===== src/rtl/ahb_rr_arbiter_op_if.sv =====
// Bus-side signals between the output-stage arbiter and the logic that feeds it.
// The slave modport is the arbiter's view; master is the side driving requests and muxed AHB controls.
interface ahb_rr_arbiter_op_if #(
    parameter int NUM_PORTS = 2,
    parameter int PORT_W    = 1
);
    logic [NUM_PORTS-1:0] req_port;
    logic                 HREADYM;
    logic                 HSELM;
    logic [1:0]           HTRANSM;
    logic [2:0]           HBURSTM;
    logic                 HMASTLOCKM;
    logic [PORT_W-1:0]    addr_in_port;
    logic                 no_port;

    modport master (
        output req_port, HREADYM, HSELM, HTRANSM, HBURSTM, HMASTLOCKM,
        input  addr_in_port, no_port
    );

    modport slave (
        input  req_port, HREADYM, HSELM, HTRANSM, HBURSTM, HMASTLOCKM,
        output addr_in_port, no_port
    );
endinterface


===== src/rtl/ahb_rr_arbiter_op.sv =====
// Bus-matrix output-stage arbiter: round-robin grant held through bursts, INCR and locked sequences.
// Define AHB_ARB_FIXED_PRIO_EN to replace round-robin with fixed priority (lowest index wins).
module ahb_rr_arbiter_op #(
    parameter int NUM_PORTS = 2,
    parameter int PORT_W    = 1
) (
    input  logic                HCLK,
    input  logic                HRESET,
    ahb_rr_arbiter_op_if.slave  bus
);
    typedef enum logic [2:0] {
        ST_IDLE   = 3'd0,
        ST_SINGLE = 3'd1,
        ST_BURST  = 3'd2,
        ST_UNDEF  = 3'd3,
        ST_LOCK   = 3'd4
    } state_t;

    localparam logic [1:0] TR_IDLE   = 2'b00;
    localparam logic [1:0] TR_BUSY   = 2'b01;
    localparam logic [1:0] TR_NONSEQ = 2'b10;
    localparam logic [1:0] TR_SEQ    = 2'b11;
    localparam logic [2:0] BU_INCR   = 3'b001;

    state_t               state_reg, state_next;
    logic [3:0]           beat_cnt_reg, beat_cnt_next;
    logic [PORT_W-1:0]    addr_in_port_reg, addr_in_port_next;
    logic                 no_port_reg, no_port_next;
    logic                 arb_en;
    logic                 any_req;
    logic                 owner_nonseq;
    logic [3:0]           burst_len;
    logic [NUM_PORTS-1:0] search_req;
    logic [PORT_W-1:0]    winner;

    assign any_req      = |bus.req_port;
    assign owner_nonseq = !no_port_reg && bus.HSELM && (bus.HTRANSM == TR_NONSEQ);

    // Remaining SEQ beats after the NONSEQ of a fixed-length burst; 0 = not fixed-length.
    always_comb begin
        case (bus.HBURSTM)
            3'b010, 3'b011: burst_len = 4'd3;
            3'b100, 3'b101: burst_len = 4'd7;
            3'b110, 3'b111: burst_len = 4'd15;
            default:        burst_len = 4'd0;
        endcase
    end

`ifdef AHB_ARB_FIXED_PRIO_EN
    assign search_req = bus.req_port;
`else
    logic [PORT_W-1:0]    rr_last_reg, rr_last_next;
    logic [NUM_PORTS-1:0] hi_mask;
    logic [NUM_PORTS-1:0] hi_req;

    // Ports strictly above the last winner are searched first; otherwise wrap to the full set.
    generate
        for (genvar gi = 0; gi < NUM_PORTS; gi++) begin : g_hi_mask
            assign hi_mask[gi] = (gi > int'(rr_last_reg));
        end
    endgenerate

    assign hi_req     = bus.req_port & hi_mask;
    assign search_req = (|hi_req) ? hi_req : bus.req_port;
`endif

    // Lowest set bit of the search vector.
    always_comb begin
        winner = '0;
        for (int i = NUM_PORTS - 1; i >= 0; i--) begin
            if (search_req[i]) winner = PORT_W'(i);
        end
    end

    always_ff @(posedge HCLK) begin
        if (HRESET) begin
            state_reg        <= ST_IDLE;
            beat_cnt_reg     <= 4'd0;
            addr_in_port_reg <= '0;
            no_port_reg      <= 1'b1;
`ifndef AHB_ARB_FIXED_PRIO_EN
            rr_last_reg      <= PORT_W'(NUM_PORTS - 1);
`endif
        end else begin
            state_reg        <= state_next;
            beat_cnt_reg     <= beat_cnt_next;
            addr_in_port_reg <= addr_in_port_next;
            no_port_reg      <= no_port_next;
`ifndef AHB_ARB_FIXED_PRIO_EN
            rr_last_reg      <= rr_last_next;
`endif
        end
    end

    always_comb begin
        state_next    = state_reg;
        beat_cnt_next = beat_cnt_reg;
        arb_en        = 1'b0;
        if (bus.HREADYM) begin
            case (state_reg)
                ST_IDLE, ST_SINGLE: begin
                    // Lock outranks burst classification of the owner's NONSEQ.
                    if (owner_nonseq && bus.HMASTLOCKM) begin
                        state_next = ST_LOCK;
                    end else if (owner_nonseq && (burst_len != 4'd0)) begin
                        state_next    = ST_BURST;
                        beat_cnt_next = burst_len;
                    end else if (owner_nonseq && (bus.HBURSTM == BU_INCR)) begin
                        state_next = ST_UNDEF;
                    end else begin
                        arb_en = 1'b1;
                    end
                end
                ST_BURST: begin
                    if (bus.HSELM && (bus.HTRANSM == TR_SEQ)) begin
                        beat_cnt_next = beat_cnt_reg - 4'd1;
                        if (beat_cnt_reg <= 4'd1) begin
                            beat_cnt_next = 4'd0;
                            state_next    = ST_SINGLE;
                        end
                    end else if (!(bus.HSELM && (bus.HTRANSM == TR_BUSY))) begin
                        beat_cnt_next = 4'd0;
                        arb_en        = 1'b1;
                    end
                end
                ST_UNDEF: begin
                    if ((bus.HTRANSM == TR_IDLE) || (bus.HTRANSM == TR_NONSEQ)) arb_en = 1'b1;
                end
                ST_LOCK: begin
                    if (!bus.HMASTLOCKM) arb_en = 1'b1;
                end
                default: arb_en = 1'b1;
            endcase
            if (arb_en) state_next = any_req ? ST_SINGLE : ST_IDLE;
        end
    end

    always_comb begin
        addr_in_port_next = addr_in_port_reg;
        no_port_next      = no_port_reg;
`ifndef AHB_ARB_FIXED_PRIO_EN
        rr_last_next      = rr_last_reg;
`endif
        if (arb_en) begin
            if (any_req) begin
                addr_in_port_next = winner;
                no_port_next      = 1'b0;
`ifndef AHB_ARB_FIXED_PRIO_EN
                rr_last_next      = winner;
`endif
            end else begin
                no_port_next = 1'b1;
            end
        end
    end

    assign bus.addr_in_port = addr_in_port_reg;
    assign bus.no_port      = no_port_reg;
endmodule


===== src/flat_wrapper.sv =====
// flat-port wrapper written by rule: the top's interface ports become plain ports
module ahb_rr_arbiter_op_flat 
#(
    parameter int NUM_PORTS = 2,
    parameter int PORT_W    = 1
)
  (HCLK, HRESET, bus_req_port, bus_HREADYM, bus_HSELM, bus_HTRANSM, bus_HBURSTM, bus_HMASTLOCKM, bus_addr_in_port, bus_no_port);
  ahb_rr_arbiter_op_if #(.NUM_PORTS(NUM_PORTS), .PORT_W(PORT_W)) bus_i ();
  input  logic HCLK;
  input  logic HRESET;
  input wire logic [$bits(bus_i.req_port)-1:0] bus_req_port;
  input wire logic [$bits(bus_i.HREADYM)-1:0] bus_HREADYM;
  input wire logic [$bits(bus_i.HSELM)-1:0] bus_HSELM;
  input wire logic [$bits(bus_i.HTRANSM)-1:0] bus_HTRANSM;
  input wire logic [$bits(bus_i.HBURSTM)-1:0] bus_HBURSTM;
  input wire logic [$bits(bus_i.HMASTLOCKM)-1:0] bus_HMASTLOCKM;
  output wire logic [$bits(bus_i.addr_in_port)-1:0] bus_addr_in_port;
  output wire logic [$bits(bus_i.no_port)-1:0] bus_no_port;
  assign bus_i.req_port = bus_req_port;
  assign bus_i.HREADYM = bus_HREADYM;
  assign bus_i.HSELM = bus_HSELM;
  assign bus_i.HTRANSM = bus_HTRANSM;
  assign bus_i.HBURSTM = bus_HBURSTM;
  assign bus_i.HMASTLOCKM = bus_HMASTLOCKM;
  assign bus_addr_in_port = bus_i.addr_in_port;
  assign bus_no_port = bus_i.no_port;
  ahb_rr_arbiter_op #(.NUM_PORTS(NUM_PORTS), .PORT_W(PORT_W)) u_core (.HCLK(HCLK), .HRESET(HRESET), .bus(bus_i));
endmodule

===== config.mk =====
export PLATFORM = sky130hd
export DESIGN_NAME = ahb_rr_arbiter_op_flat
export DESIGN_NICKNAME = d
export VERILOG_FILES = /design/src/rtl/ahb_rr_arbiter_op_if.sv /design/src/rtl/ahb_rr_arbiter_op.sv /design/src/flat_wrapper.sv
export SDC_FILE = /design/constraint.sdc
export NUM_CORES = 1
export LEC_CHECK = 0
export CAP_MARGIN = 40
export CORE_MARGIN = 1.5
export CORE_UTILIZATION = 44
export DETAILED_ROUTE_END_ITERATION = 8
export PLACE_DENSITY = 0.72
export SLEW_MARGIN = 20
export SYNTH_ARGS = -nofsm -noshare
export SYNTH_HDL_FRONTEND = slang
export SYNTH_SLANG_ARGS = --single-unit

===== constraint.sdc =====
create_clock -name HCLK -period 1.63 [get_ports HCLK]
set_input_delay 0.163 -clock HCLK [delete_from_list [all_inputs] [get_ports HCLK]]
set_output_delay 0.163 -clock HCLK [all_outputs]
set_load 0.01 [all_outputs]

==> results.sh <==
export IMPL_syn_inst=91
export IMPL_worstMarginPinSlew_ps=333
export IMPL_synth_warning_count=0
export IMPL_setup_viol=0
export IMPL_synth_fp_nets=105
export IMPL_fin_crit_sh_pct=98.2
export IMPL_synth_ff_type="dfxtp_1"
export IMPL_ir_drop_mv=0.525
export IMPL_numPortBuffers=13
export IMPL_async_flop_share_pct=0
export IMPL_end_kind="flip-flop"
export IMPL_max_cap_viol_count=0
export IMPL_synth_seq_cells=10
export IMPL_row_count=14
export IMPL_cts_tree="built"
export IMPL_total_power_mw=0.633
export IMPL_required_ps=1780
export IMPL_h_tree_depth=1
export IMPL_rsz0062_at_grt="true"
export IMPL_status="finished clean"
export IMPL_dieArea_sq_mm=0.00188
export IMPL_ys_top_cells_by_count="dfxtp_1 (10), nor2_1 (10), nand2_1 (8), a21oi_1 (5), inv_1 (5)"
export IMPL_cts_buffers=3
export IMPL_initial_utilization_pct=47.1
export IMPL_clkLatencyLatePin_ps=260
export IMPL_antenna_found_initial=0
export IMPL_vias=854
export IMPL_cts_root_buf="clkbuf_4"
export IMPL_syn_area_per_cell_sq_um=7.89
export IMPL_synth_top_area_cell="dfxtp_1"
export IMPL_cts_max_path_buffers=2
export IMPL_vias_per_cell=6.23
export IMPL_synth_top_cell_area_share_pct=27.9
export IMPL_finalHoldViolations=0
export IMPL_wl_mm=2.03
export IMPL_die_h_microns=43.4
export IMPL_diodes=0
export IMPL_clock_skew_ps=4.48
export IMPL_cp_max_fo=5
export IMPL_hp_class="input pin to flip-flop"
export IMPL_mappedNetlistArea_sq_um=718
export IMPL_yosysSeqAreaShare_pct=27.9
export IMPL_worstPathArrival_ps=1750
export IMPL_core_area_sq_mm=0.00152
export IMPL_num_io_pins=14
export IMPL_worstSetupStartpointType="input pin"
export IMPL_area_growth_pct=55.1
export IMPL_slew_headroom_pct=77.6
export IMPL_criticalPathCategory="input pin to flip-flop"
export IMPL_fp_dieW_microns=43.4
export IMPL_whs_path_depth=5
export IMPL_ys_types=43
export IMPL_worstRegToRegCells=6
export IMPL_drt_initial_drc_count=14
export IMPL_grt_pass1_wl_mm=3.21
export IMPL_gp_congestion=0.866
export IMPL_grt_start_max_net_pins=9
export IMPL_fmax_mhz=625
export IMPL_cts_sinks=10
export IMPL_cts_clk_slew_worst_paths_ps=70
export IMPL_grt_usage_pct=22.2
export IMPL_setup_tns_ps=0
export IMPL_finalMaxSlewViolations=0
export IMPL_hpwl_mm=1.46
export IMPL_leakagePower_nw=0.455
export IMPL_drc=0
export IMPL_wl_per_cell_microns=14.8
export IMPL_largest_reg_flops=4
export IMPL_period_needed_ps=1600
export IMPL_cellPowerDensity_mw_per_mm2=568
export IMPL_nNetsFinal=136
export IMPL_synth_edf_count=0
export IMPL_drive_gt1_share_pct=36.4
export IMPL_ant_nets=0
export IMPL_yosys_top_cells_area="dfxtp_1 (28%), nor2_1 (5.2%), nand2_1 (4.2%)"
export IMPL_first_pass_iters=4
export IMPL_grt_overflow_total=0
export IMPL_grt_pass1_vias=814
path summary, 6_finish.rpt:
kind | from | to | slack (ps)
hold reg to reg | u_core.bus.addr_in_port$_SDFFE_PP0P_ | u_core.bus.addr_in_port$_SDFFE_PP0P_ | 500
setup reg to reg | u_core.state_reg[2]$_SDFFE_PP0P_ | u_core.beat_cnt_reg[2]$_SDFFE_PP0P_ | 50
setup / recovery | bus_HBURSTM[1] | u_core.bus.addr_in_port$_SDFFE_PP0P_ | 30
hold / removal | bus_HMASTLOCKM | u_core.state_reg[1]$_SDFFE_PP0P_ | 450
final cells by class:
type / instances / area [sq um]
multi-input combinational: 72 / 574
fill: 120 / 410
inverter: 5 / 18.8
clock buffer: 4 / 36.3
timing repair buffer: 30 / 260
sequential: 10 / 204
tap: 16 / 20.0
what timing repair did:
action	CTS	global route
hold endpoints to repair	0	0
resized for setup	7	21
setup endpoints to repair	5	10
pin swaps	9	9
buffers inserted	1	0
hold buffers	0	0
routing by layer:
metal	vias up	GRT usage [%]	part of all wire, %
met5	-	0	0
met4	0	10.3	0.84
met3	4	2.50	7.7
met2	43	38.2	48
met1	395	27.8	43
li1	412	-	-
metrics by stage:
stage / hold WS [ps] / instance area (sq um) / setup WS, ps / cells / util, %
5_1_grt: 461 / 1110 / -31.2 / 137 / 73.1
6_report: 450 / 1110 / 29.0 / 137 / 73.1
2_1_floorplan: 385 / 718 / 22.9 / 91 / -
4_1_cts: 502 / 1030 / 5.48 / 137 / 67.6
3_5_place_dp: 489 / 971 / -475 / 132 / 63.7
3_3_place_gp: 480 / 971 / -418 / 132 / 63.7
report_power, final:
group	internal [mW]	switching (mW)	total (mW)
sequential	0.254	0.00823	0.262
combinational	0.0823	0.0716	0.154
clock	0.135	0.0811	0.217
total	0.472	0.161	0.633
critical path, stage by stage:
cell and delay [ps]:
clkdlybuf4s15_1 190, or4_1 540, a211o_4 390, o21ai_4 100
nand3_2 100, a32o_1 270
kinds of logic after synthesis:
group           Yosys count  synth area share (%)
buf+inv                   9                  5.05
simple gates             41                  32.4
flops                    10                  27.9
fa+ha+maj                 2                  3.48
compound gates           29                  31.2
cells in the final DEF, fill, tap and decap left out, types with 2 or more instances in the layout:
cell,Yosys,routed
buf_4,0,17
nor2_1,10,8
nand2_1,8,8
clkdlybuf4s50_1,0,8
dfxtp_1,10,7
a21oi_1,5,4
inv_1,5,3
nor2b_1,3,3
clkbuf_4,0,3
dfxtp_2,0,3
inv_2,0,2
nor2_2,0,2
nand2b_1,2,2
or4_1,2,2
and3_2,2,2
o2111ai_1,2,2
nand4b_1,2,2
o21ai_0,2,2
o221a_2,2,2
nor3_1,4,2
dlygate4sd2_1,0,2
dlymetal6s2s_1,0,2
Note: power is estimated with default switching activity, not from simulation.
